<file path="config.mk">
export PLATFORM = sky130hd
export DESIGN_NAME = clkdiv_mc
export DESIGN_NICKNAME = d
export VERILOG_FILES = /design/src/rtl/clkdiv_mc.sv
export SDC_FILE = /design/constraint.sdc
export NUM_CORES = 1
export LEC_CHECK = 0
export CORE_MARGIN = 3
export CORE_UTILIZATION = 65
export CTS_BUF_LIST = sky130_fd_sc_hd__clkbuf_4
export DETAILED_ROUTE_END_ITERATION = 12
export PLACE_DENSITY = 0.88
export SETUP_SLACK_MARGIN = 0.02
export SYNTH_ARGS = -nofsm -noshare
export SYNTH_HDL_FRONTEND = slang
export SYNTH_SLANG_ARGS = --single-unit
</file>
<file path="constraint.sdc">
create_clock -name clki -period 7.54 [get_ports clki]
set_clock_uncertainty 0.05 [all_clocks]
set_input_delay 1.508 -clock clki [delete_from_list [all_inputs] [get_ports clki]]
set_output_delay 1.508 -clock clki [all_outputs]
set_load 0.02 [all_outputs]
</file>
<file path="src/rtl/clkdiv_mc.sv">
// Multi-channel programmable clock divider: each channel divides clki by divs+1 and
// produces a near-50% registered clock plus an end-of-period pulse.
module clkdiv_mc #(
    parameter int NCH     = 4,
    parameter int DW      = 8,
    parameter int DIV_RST = 0
) (
    input  logic                clki,
    input  logic                rst,
    input  logic [NCH*DW-1:0]   divs,
    input  logic [NCH-1:0]      ch_en,
    input  logic                sync_req,
    output logic [NCH-1:0]      clko,
    output logic [NCH-1:0]      plso
);

    localparam logic [DW-1:0] SS_RST = DW'(DIV_RST);
    localparam logic [DW:0]   ONE_X  = (DW+1)'(1);

    generate
        for (genvar gi = 0; gi < NCH; gi++) begin : g_ch
            logic          act_reg;
            logic [DW-1:0] ss_reg;
            logic [DW-1:0] ss_next;
            logic [DW-1:0] cnt_reg;
            logic [DW-1:0] cnt_next;
            logic          clko_reg;
            logic          clko_next;
            logic          plso_reg;
            logic          plso_next;
            logic [DW-1:0] div_i;
            logic [DW:0]   half_next;
            logic          restart;

            assign div_i = divs[gi*DW +: DW];

            // A fresh period starts on activation, realign request or natural boundary;
            // the shadow divisor is only reloaded at those points.
            assign restart = !act_reg || sync_req || (cnt_reg == ss_reg);

            always_comb begin
                ss_next   = ss_reg;
                cnt_next  = cnt_reg;
                half_next = '0;
                clko_next = 1'b0;
                plso_next = 1'b0;
                if (!ch_en[gi] || restart) begin
                    cnt_next = '0;
                    ss_next  = div_i;
                end else begin
                    cnt_next = cnt_reg + 1'b1;
                end
                // Outputs decode next-state values so they line up with cnt_reg.
                half_next = {1'b0, (ss_next >> 1)} + ONE_X;
                clko_next = ch_en[gi] && ({1'b0, cnt_next} < half_next);
                plso_next = ch_en[gi] && (cnt_next == ss_next);
            end

            always_ff @(posedge clki) begin
                if (rst) begin
                    act_reg  <= 1'b0;
                    ss_reg   <= SS_RST;
                    cnt_reg  <= '0;
                    clko_reg <= 1'b0;
                    plso_reg <= 1'b0;
                end else begin
                    act_reg  <= ch_en[gi];
                    ss_reg   <= ss_next;
                    cnt_reg  <= cnt_next;
                    clko_reg <= clko_next;
                    plso_reg <= plso_next;
                end
            end

            assign clko[gi] = clko_reg;
            assign plso[gi] = plso_reg;
        end
    endgenerate

endmodule

</file>
# --- Word-level counts from Yosys, hierarchy flattened ---
# Cells that the tools add are included.
classes:
  n_lt_le_gt_ge: 4
  n_eq_ne: 8
  reduce_logical: 28
  muxes: 8
  add_sub_neg: 8
ops:
  columns: ["op", "n"]
  rows:
  - ["equality test 8 bit", 8]
  - ["2-to-1 mux 8 bit", 8]
  - ["adder 7 x 1 -> 8 bit (second input constant)", 4]
  - ["adder 8 x 1 -> 8 bit (second input constant)", 4]
  - ["< comparator 8 bit", 4]
  - ["logical OR 1 bit", 12]
  - ["logical AND 1 bit", 8]
  - ["zero test 1 bit", 8]
word_totals:
  ff_bits: 76
  wordCells: 76
  out_inout_bits: 8

# --- Longest topological paths before layout ---
# Gate-level depths: netlist of run 1.
logic_depth:
  word_depth: 8
  mapped_depth: 17
  ltp_nobuf: 15

# --- Worst setup path before layout of run 1 ---
# Ideal clock, no wire load.
synth_path:
  kind: "input-to-reg"
  startpoint: "input ch_en[3]"
  endpoint: "register g_ch[3].clko_reg"
  setup_time_ps: 114
  t_arrival_ps: 3770
  required_time_ps: 7376
  slack_ps: 3606
  stages: 13
  path_cell_list: "nand2_1 > a211oi_4 > mux2_2 > ha_1 > and3_1 > nand3_1 > xnor2_1 > o21ai_0 > ha_1 > and4_1 > o211ai_1 > a21oi_1 > nor2_1"
synth_between:
  elab_chain_len: 6
synth_lines:
  columns: ["element", "line_no", "rtl"]
  rows:
  - ["from (decl)", "11", "input logic [NCH-1:0] ch_en,"]
  - ["zero test 1 bit", "47", "if (!ch_en[gi] || restart) begin"]
  - ["logical OR 1 bit", "47", null]
  - ["2-to-1 mux 8 bit", "47", null]
  - ["named net g_ch[3].ss_next[1]", "24", "logic [DW-1:0] ss_next;"]
  - ["adder 7 x 1 -> 8 bit", "54", "half_next = {1'b0, (ss_next >> 1)} + ONE_X;"]
  - ["< comparator 8 bit", "55", "clko_next = ch_en[gi] && ({1'b0, cnt_next} < half_next);"]
  - ["logical AND 1 bit", "55", null]
  - ["to (signal assigned)", "70", "clko_reg <= clko_next;"]
  - ["to (decl)", "27", "logic clko_reg;"]
# The timed path passes the listed nets, and every way through them passes these cells.
# A chain may end at the register's enable or synchronous reset.

# --- Worst setup path after layout of run 1 ---
layout_path:
  startpoint: "input sync_req"
  endpoint: "register g_ch[0].clko_reg"
layout_between:
  elab_chain_len: 7
layout_lines:
  columns: ["element", "line_no", "rtl"]
  rows:
  - ["from (decl)", "12", "input logic sync_req,"]
  - ["logical OR 1 bit (2 in a row)", "39", "assign restart = !act_reg || sync_req || (cnt_reg == ss_reg);"]
  - ["logical OR 1 bit", "47", null]
  - ["2-to-1 mux 8 bit", "47", null]
  - ["named net g_ch[0].ss_next[2]", "24", null]
  - ["adder 7 x 1 -> 8 bit", "54", null]
  - ["< comparator 8 bit", "55", null]
  - ["logical AND 1 bit", "55", null]
  - ["to (signal assigned)", "70", null]
  - ["to (decl)", "27", null]
# The timed path passes the listed nets, and every way through them passes these cells.

==> flow_summary.toml, run 1 <==
[pwr]
power.combinational.fraction_pct = 16.0
seq_power_share_pct = 53.3
share_clk_of_total_power_pct = 30.6
fin_total_pwr_mw = 0.814
p_int_mw = 0.581
netSwitchingFraction_pct = 28.7
netSwitchingPower_mw = 0.233
power_density_nw_per_um2 = 140
cellLeakagePower_nw = 2.33
ir_worst_vdd_mv = 0.0899

[floorplanning]
initial_utilization_pct = 67.7
chipHeight_microns = 96.2
die_outline_area_sq_um = 9250
std_cell_core_area_sq_um = 7810
placement_rows = 32
die_width_microns = 96.2
ios = 47

[yosys]
synth-edff-count = 0
syn_area_per_cell_sq_um = 8.31
synth_nets = 711
synth.distinct_cells = 46
netlist_area_before_placement_sq_um = 5280
synth.yosys.seq_area_share_pct = 28.8
synth_seq_cells = 76
synth_async_sr_flop_share_pct = 0
postSynthCellCount = 636
ys.warnings.count = 0
synth_flop_cell = "sky130_fd_sc_hd__dfxtp_1"

[clock_tree]
htreeDepth = 3
clock_insertion_delay_worst_skew_ns = 0.44
cts-resized-gates = 0
cts.hold.buffers_added = 0
clk_root_buffer_cell = "sky130_fd_sc_hd__clkbuf_4"
cts_made_buffers = 9
cts_tree = "built"
register_clock_pin_slew_on_the_reported_worst_setup_and_hold_paths_ns = 0.14
cts.path.max_buffers = 2
cts_setup_buffers = 0
clock-sinks = 76

[sta]
worst-slew-pin-transition_ns = 0.967
timing.final.max_slew_violations = 0
relSlewSlack_pct = 35.5
period_share_pct = 63.2
timing.fmax_ghz = 0.210
min_period_ns = 4.76
report.final.setup_viol = 0
rsz0062_at_grt = "false"
setup_total_negative_slack_ns = 0
final_hold_viol_count = 0

[setup_path]
cpMostUsedCell = "sky130_fd_sc_hd__ha_1"
crit_path_max_incr_delay_ns = 0.80
cp_data_arrival_time_ns = 5.07
start_kind = "primary input"
worst_setup_path_end_kind = "register"
cp_max_fanout = 29
slowest_stage = "sky130_fd_sc_hd__a211o_1"
critical-path-top-delay-family = "compound AO/OA/AOI/OAI gates"
critical_path.cell_chain = "clkdlybuf4s50_1, a211o_1, mux2_2, ha_1, and3_1, nand3_1, xnor2_1, o21ai_0, ha_1, and4_1, o211ai_1, a21oi_1, nor2_1"
critPathBufInv = 1
critical_path_required_ns = 7.85
critical_path_class = "primary input to register"

[finish]
fin_util_pct = 74.5
final_common_cell = "sky130_fd_sc_hd__nor2_1"
post_route_cells_drive_above_1_share_pct = 5.60
n_antenna_cell = 0
instances_no_fill = 763
area_of_the_multi_input_gates_sq_um = 3490
finish.net_count = 731
synthToLayoutAreaGrowth_pct = 10.0
sequential_cell_area_sq_um = 1520
fin_area_sq_um = 5810
layout.cells.most_common_list = "99 x sky130_fd_sc_hd__nor2_1, 76 x sky130_fd_sc_hd__dfxtp_1, 58 x sky130_fd_sc_hd__xor2_1"
fillerInstances = 591

[detailed_routing]
via_density_per_instance = 5.93
num_vias = 4524
detail_route.first_pass.iterations = 5
drt_initial_violations = 174
post_drt_wl_per_cell_microns = 15.6
detail_route.drc_violations = 0
ant_nets = 0
detail_route.wirelength_microns = 11900

[outcome]
status = "finished, final reports clean"

[global_routing]
first_global_vias = 4440
grt_antenna_before_repair = 0
grt.overflow.total = 0
pin_count_of_the_biggest_net_entering_global_routing = 41
grt_first_pass_wirelength_microns = 20000
grt_use_total_pct = 27.0

[placed_design]
place_congestion = 0.927
port_buf_inserts = 46
hpwl_microns = 8960
dpl_cell_area_sq_um = 5680
dp_cells = 747

[hold_path]
holdCritPathClass = "register to register"

[job]
max-cap-violations = 0
## worst reg2reg max path: cells and delay by family (launching register included)
kind / cells / cell delay [ns]
compound gates: 4 / 1.17
simple gates: 5 / 0.94
fa+ha+maj: 2 / 0.60
flops: 1 / 0.52
mux: 1 / 0.44
xor+xnor: 2 / 0.24
## cell families (layout without fill, tap and decap cells)
group / Yosys count / count (layout) / share of synthesized area (%)
multiplexers: 36 / 36 / 7.01
flip-flops: 76 / 76 / 28.8
adder cells (fa/ha/maj): 36 / 36 / 8.52
buffers and inverters: 53 / 78 / 5.21
AO/OA/AOI/OAI: 63 / 63 / 7.46
XOR/XNOR: 110 / 110 / 18.6
AND/OR/NAND/NOR: 262 / 262 / 24.4
## layer usage
layer  GRT usage, %  vias up  share of wire, %
met5              0        -                 0
met4           9.72        0               1.4
met3           3.83       21               5.7
met2           45.9      158                50
met1           34.7     2142                43
li1               -     2203                 -
## final cells by class
type                    count  area share, %
clock buffers               9           1.16
inverters                  12          0.775
repair buffers             50           8.44
clock inverters             7           1.16
multi-input cells         507           60.1
well taps                 102           2.19
flip-flops and latches     76           26.2
## power groups by stage
| stage | clock network [mW] | registers, mW | logic [mW] |
|---|---|---|---|
| 4_1_cts | 0.256 | 0.434 | 0.130 |
| 3_5_place_dp | 0 | 0.443 | 0.129 |
| 5_1_grt | 0.270 | 0.436 | 0.145 |
| 6_report | 0.249 | 0.434 | 0.130 |
| 2_1_floorplan | 0 | 0.431 | 0.0926 |
| 3_3_place_gp | 0 | 0.442 | 0.124 |
## worst paths after layout
path,end,from,cells past startpoint,slack [ns]
worst min register to register,g_ch[3].cnt_reg[0]$_SDFF_PP0_,g_ch[3].cnt_reg[0]$_SDFF_PP0_,1,0.48
worst min-delay path,g_ch[3].cnt_reg[0]$_SDFF_PP0_,g_ch[3].cnt_reg[0]$_SDFF_PP0_,1,0.48
worst max register to register,g_ch[0].clko_reg$_SDFF_PP0_,g_ch[0].ss_reg[4]$_SDFF_PP0_,14,3.50
worst max-delay path,g_ch[0].clko_reg$_SDFF_PP0_,sync_req,13,2.78
## Yosys cell counts (4+ instances only)
cell type                  number  share of area (%)
sky130_fd_sc_hd__a21oi_1       18                1.7
sky130_fd_sc_hd__and3_1        13                1.5
sky130_fd_sc_hd__and4_1         4               0.66
sky130_fd_sc_hd__buf_2         14                1.3
sky130_fd_sc_hd__buf_4          9                1.3
sky130_fd_sc_hd__clkbuf_1      13               0.92
sky130_fd_sc_hd__dfxtp_1       76                 29
sky130_fd_sc_hd__ha_1          36                8.5
sky130_fd_sc_hd__inv_1         12               0.85
sky130_fd_sc_hd__mux2_2         8                1.7
sky130_fd_sc_hd__mux2i_1       28                5.3
sky130_fd_sc_hd__nand2_1       32                2.3
sky130_fd_sc_hd__nand2b_1       7               0.83
sky130_fd_sc_hd__nand3_1       44                4.2
sky130_fd_sc_hd__nand4_1       11                1.3
sky130_fd_sc_hd__nor2_1        99                7.0
sky130_fd_sc_hd__nor2b_1       23                2.7
sky130_fd_sc_hd__nor4_1        13                1.5
sky130_fd_sc_hd__o211ai_1       5               0.71
sky130_fd_sc_hd__o21a_1         4               0.57
sky130_fd_sc_hd__o21ai_0       18                1.7
sky130_fd_sc_hd__o31ai_1        4               0.57
sky130_fd_sc_hd__or2_2          5               0.59
sky130_fd_sc_hd__xnor2_1       50                8.3
sky130_fd_sc_hd__xor2_1        58                9.6
## metrics by stage
| step | worst slack (ns) | hold slack (ns) |
|---|---|---|
| finish | 2.78 | 0.480 |
| global route | 2.59 | 0.530 |
| CTS | 2.85 | 0.476 |
| detailed placement | 2.39 | 0.447 |
| global placement | 2.57 | 0.440 |
| floorplan | 3.61 | 0.413 |
No activity file was read; power rests on OpenSTA's default activity.
==> run 2, diff against run 1 <==
- CORE_UTILIZATION: 65 -> 55
- PLACE_DENSITY: 0.88 -> 0.8
- clock period: 7.54 -> 4.25 ns (I/O delays scaled with it)
==> flow_summary.toml, run 2 (same netlist as run 1, synthesis figures left out) <==
[floorplanning]
die_width_microns = 104
chipHeight_microns = 104
die_outline_area_sq_um = 10800
initial_utilization_pct = 56.9
std_cell_core_area_sq_um = 9280
ios = 47
placement_rows = 35

[setup_path]
crit_start = "sync_req"
critPathBufInv = 1
critical_path_required_ns = 4.53
slowest_stage = "sky130_fd_sc_hd__clkdlybuf4s50_1"
critical_path.cell_chain = "clkdlybuf4s50_1, nor2_1, o21ai_2, mux2_2, ha_1, nand3_1, nor2_1, xor2_1, o21ai_0, ha_1, and4_1, o211ai_1, a21oi_1, a2111oi_0"
crit_path_end = "g_ch[1].clko_reg$_SDFF_PP0_"
critical_path_class = "primary input to register"
ff2ff_path_depth = 14
cp_max_fanout = 5
rr_startpoint = "g_ch[3].ss_reg[4]$_SDFF_PP0_"
crit_path_max_incr_delay_ns = 0.65
reg2reg_setup_slack_ns = 0.90
timing.critical_path.depth = 14
critical-path-top-delay-family = "compound AO/OA/AOI/OAI gates"
timing.rr.end = "g_ch[3].clko_reg$_SDFF_PP0_"
cp_data_arrival_time_ns = 3.81
start_kind = "primary input"
worst_setup_path_end_kind = "register"

[detailed_routing]
num_vias = 4405
detail_route.drc_violations = 0
via_density_per_instance = 5.54
drt_initial_violations = 210
post_drt_wl_per_cell_microns = 15.0
detail_route.first_pass.iterations = 4
ant_nets = 0
detail_route.wirelength_microns = 11900

[sta]
min_period_ns = 3.53
finalHoldWorstSlack_ns = 0.484
rsz0062_at_grt = "false"
relSlewSlack_pct = 64.8
worst-slew-pin-transition_ns = 0.523
report.final.setup_viol = 0
period_share_pct = 83.1
final_hold_viol_count = 0
timing.final.max_slew_violations = 0
setup_total_negative_slack_ns = 0
timing.fmax_ghz = 0.283

[global_routing]
first_global_vias = 4320
use_met1_pct = 27.9
globalRoute.busiestLayer = "met2"
grt.overflow.total = 0
grt_use_total_pct = 22.6
grt_first_pass_wirelength_microns = 20300
global_route.usage.met2_pct = 38.4
grt_antenna_before_repair = 0
pin_count_of_the_biggest_net_entering_global_routing = 28
grt.met3_usage_pct = 4.41

[finish]
fin_area_sq_um = 5890
sequential_cell_area_sq_um = 1520
instances_no_fill = 795
final_common_cell = "sky130_fd_sc_hd__nor2_1"
area_of_the_multi_input_gates_sq_um = 3490
n_antenna_cell = 0
layout.cells.most_common_list = "99 x sky130_fd_sc_hd__nor2_1, 76 x sky130_fd_sc_hd__dfxtp_1, 58 x sky130_fd_sc_hd__xor2_1"
post_route_cells_drive_above_1_share_pct = 6.46
fillerInstances = 786
synthToLayoutAreaGrowth_pct = 11.4
finish.net_count = 736

[clock_tree]
clk_root_buffer_cell = "sky130_fd_sc_hd__clkbuf_4"
cts.path.max_buffers = 2
cts-resized-gates = 0
clock-sinks = 76
clock_insertion_delay_worst_skew_ns = 0.44
cts_made_buffers = 9
register_clock_pin_slew_on_the_reported_worst_setup_and_hold_paths_ns = 0.13
cts.hold.buffers_added = 0
cts_setup_buffers = 0
htreeDepth = 3
cts_tree = "built"

[placed_design]
place_congestion = 0.960
dp_cells = 779
port_buf_inserts = 46
dpl_cell_area_sq_um = 5750
hpwl_microns = 9230

[outcome]
status = "finished, final reports clean"

[pwr]
power_density_nw_per_um2 = 246
ir_worst_vdd_mv = 0.157
cellLeakagePower_nw = 2.35

[hold_path]
holdCritPathClass = "register to register"
hold_path_depth = 1

[job]
max-cap-violations = 0
[run 2: cell count changes in the layout (fill, tap and decap cells not counted), sizes merged]
cell | before | now
clkinvlp | 1 | 2
clkinv | 5 | 4
buf | 4 | 9
[run 2: how the worst min path moves through the flow]
stage	start	endpoint	slack (ns)
floorplan	g_ch[3].cnt_reg[0]$_SDFF_PP0_	g_ch[3].cnt_reg[0]$_SDFF_PP0_	0.41
CTS	g_ch[3].cnt_reg[0]$_SDFF_PP0_	g_ch[3].cnt_reg[0]$_SDFF_PP0_	0.48
global route	g_ch[3].cnt_reg[0]$_SDFF_PP0_	g_ch[3].cnt_reg[0]$_SDFF_PP0_	0.53
detailed placement	g_ch[3].cnt_reg[0]$_SDFF_PP0_	g_ch[3].cnt_reg[0]$_SDFF_PP0_	0.46
finish	g_ch[3].cnt_reg[0]$_SDFF_PP0_	g_ch[3].cnt_reg[0]$_SDFF_PP0_	0.48
global placement	g_ch[3].cnt_reg[0]$_SDFF_PP0_	g_ch[3].cnt_reg[0]$_SDFF_PP0_	0.45
[run 2: worst register-to-register path, delay by kind of cell, from the launching register on]
kind	cells	cell delay [ns]
AND/OR/NAND/NOR	6	1.21
AO/OA/AOI/OAI	3	0.47
multiplexers	1	0.28
XOR/XNOR	2	0.29
flip-flops	1	0.51
adder cells (fa/ha/maj)	2	0.49
[run 2: final cells by class]
| class | instances | share of cell area (%) |
|---|---|---|
| tap | 129 | 2.74 |
| sequential | 76 | 25.9 |
| timing repair buffer | 55 | 8.97 |
| multi-input combinational | 507 | 59.4 |
| clock buffer | 9 | 1.15 |
| clock inverter | 7 | 1.15 |
| inverter | 12 | 0.765 |
[run 2: metrics by stage]
stage | util, % | setup WS [ns] | power [mW]
after global routing | 63.4 | 0.535 | 1.52
after floorplan | - | 0.974 | 0.929
after CTS | 63.4 | 0.761 | 1.46
final | 63.4 | 0.719 | 1.45
after global placement | 61.9 | 0.393 | 1.01
after detailed placement | 61.9 | 0.305 | 1.02
[run 2: power breakdown]
part | leakage [nW] | internal [mW] | switching (mW)
sequential | 0.623 | 0.735 | 0.0353
clock | 0.0693 | 0.176 | 0.267
combinational | 1.66 | 0.120 | 0.114
[run 2: metal layers]
layer | share of wire [%] | up-vias | wire [microns]
li1 | - | 2223 | -
met1 | 44 | 2027 | 5260
met2 | 49 | 125 | 5790
met3 | 4.6 | 30 | 546
met4 | 2.6 | 0 | 312
met5 | 0 | - | 0
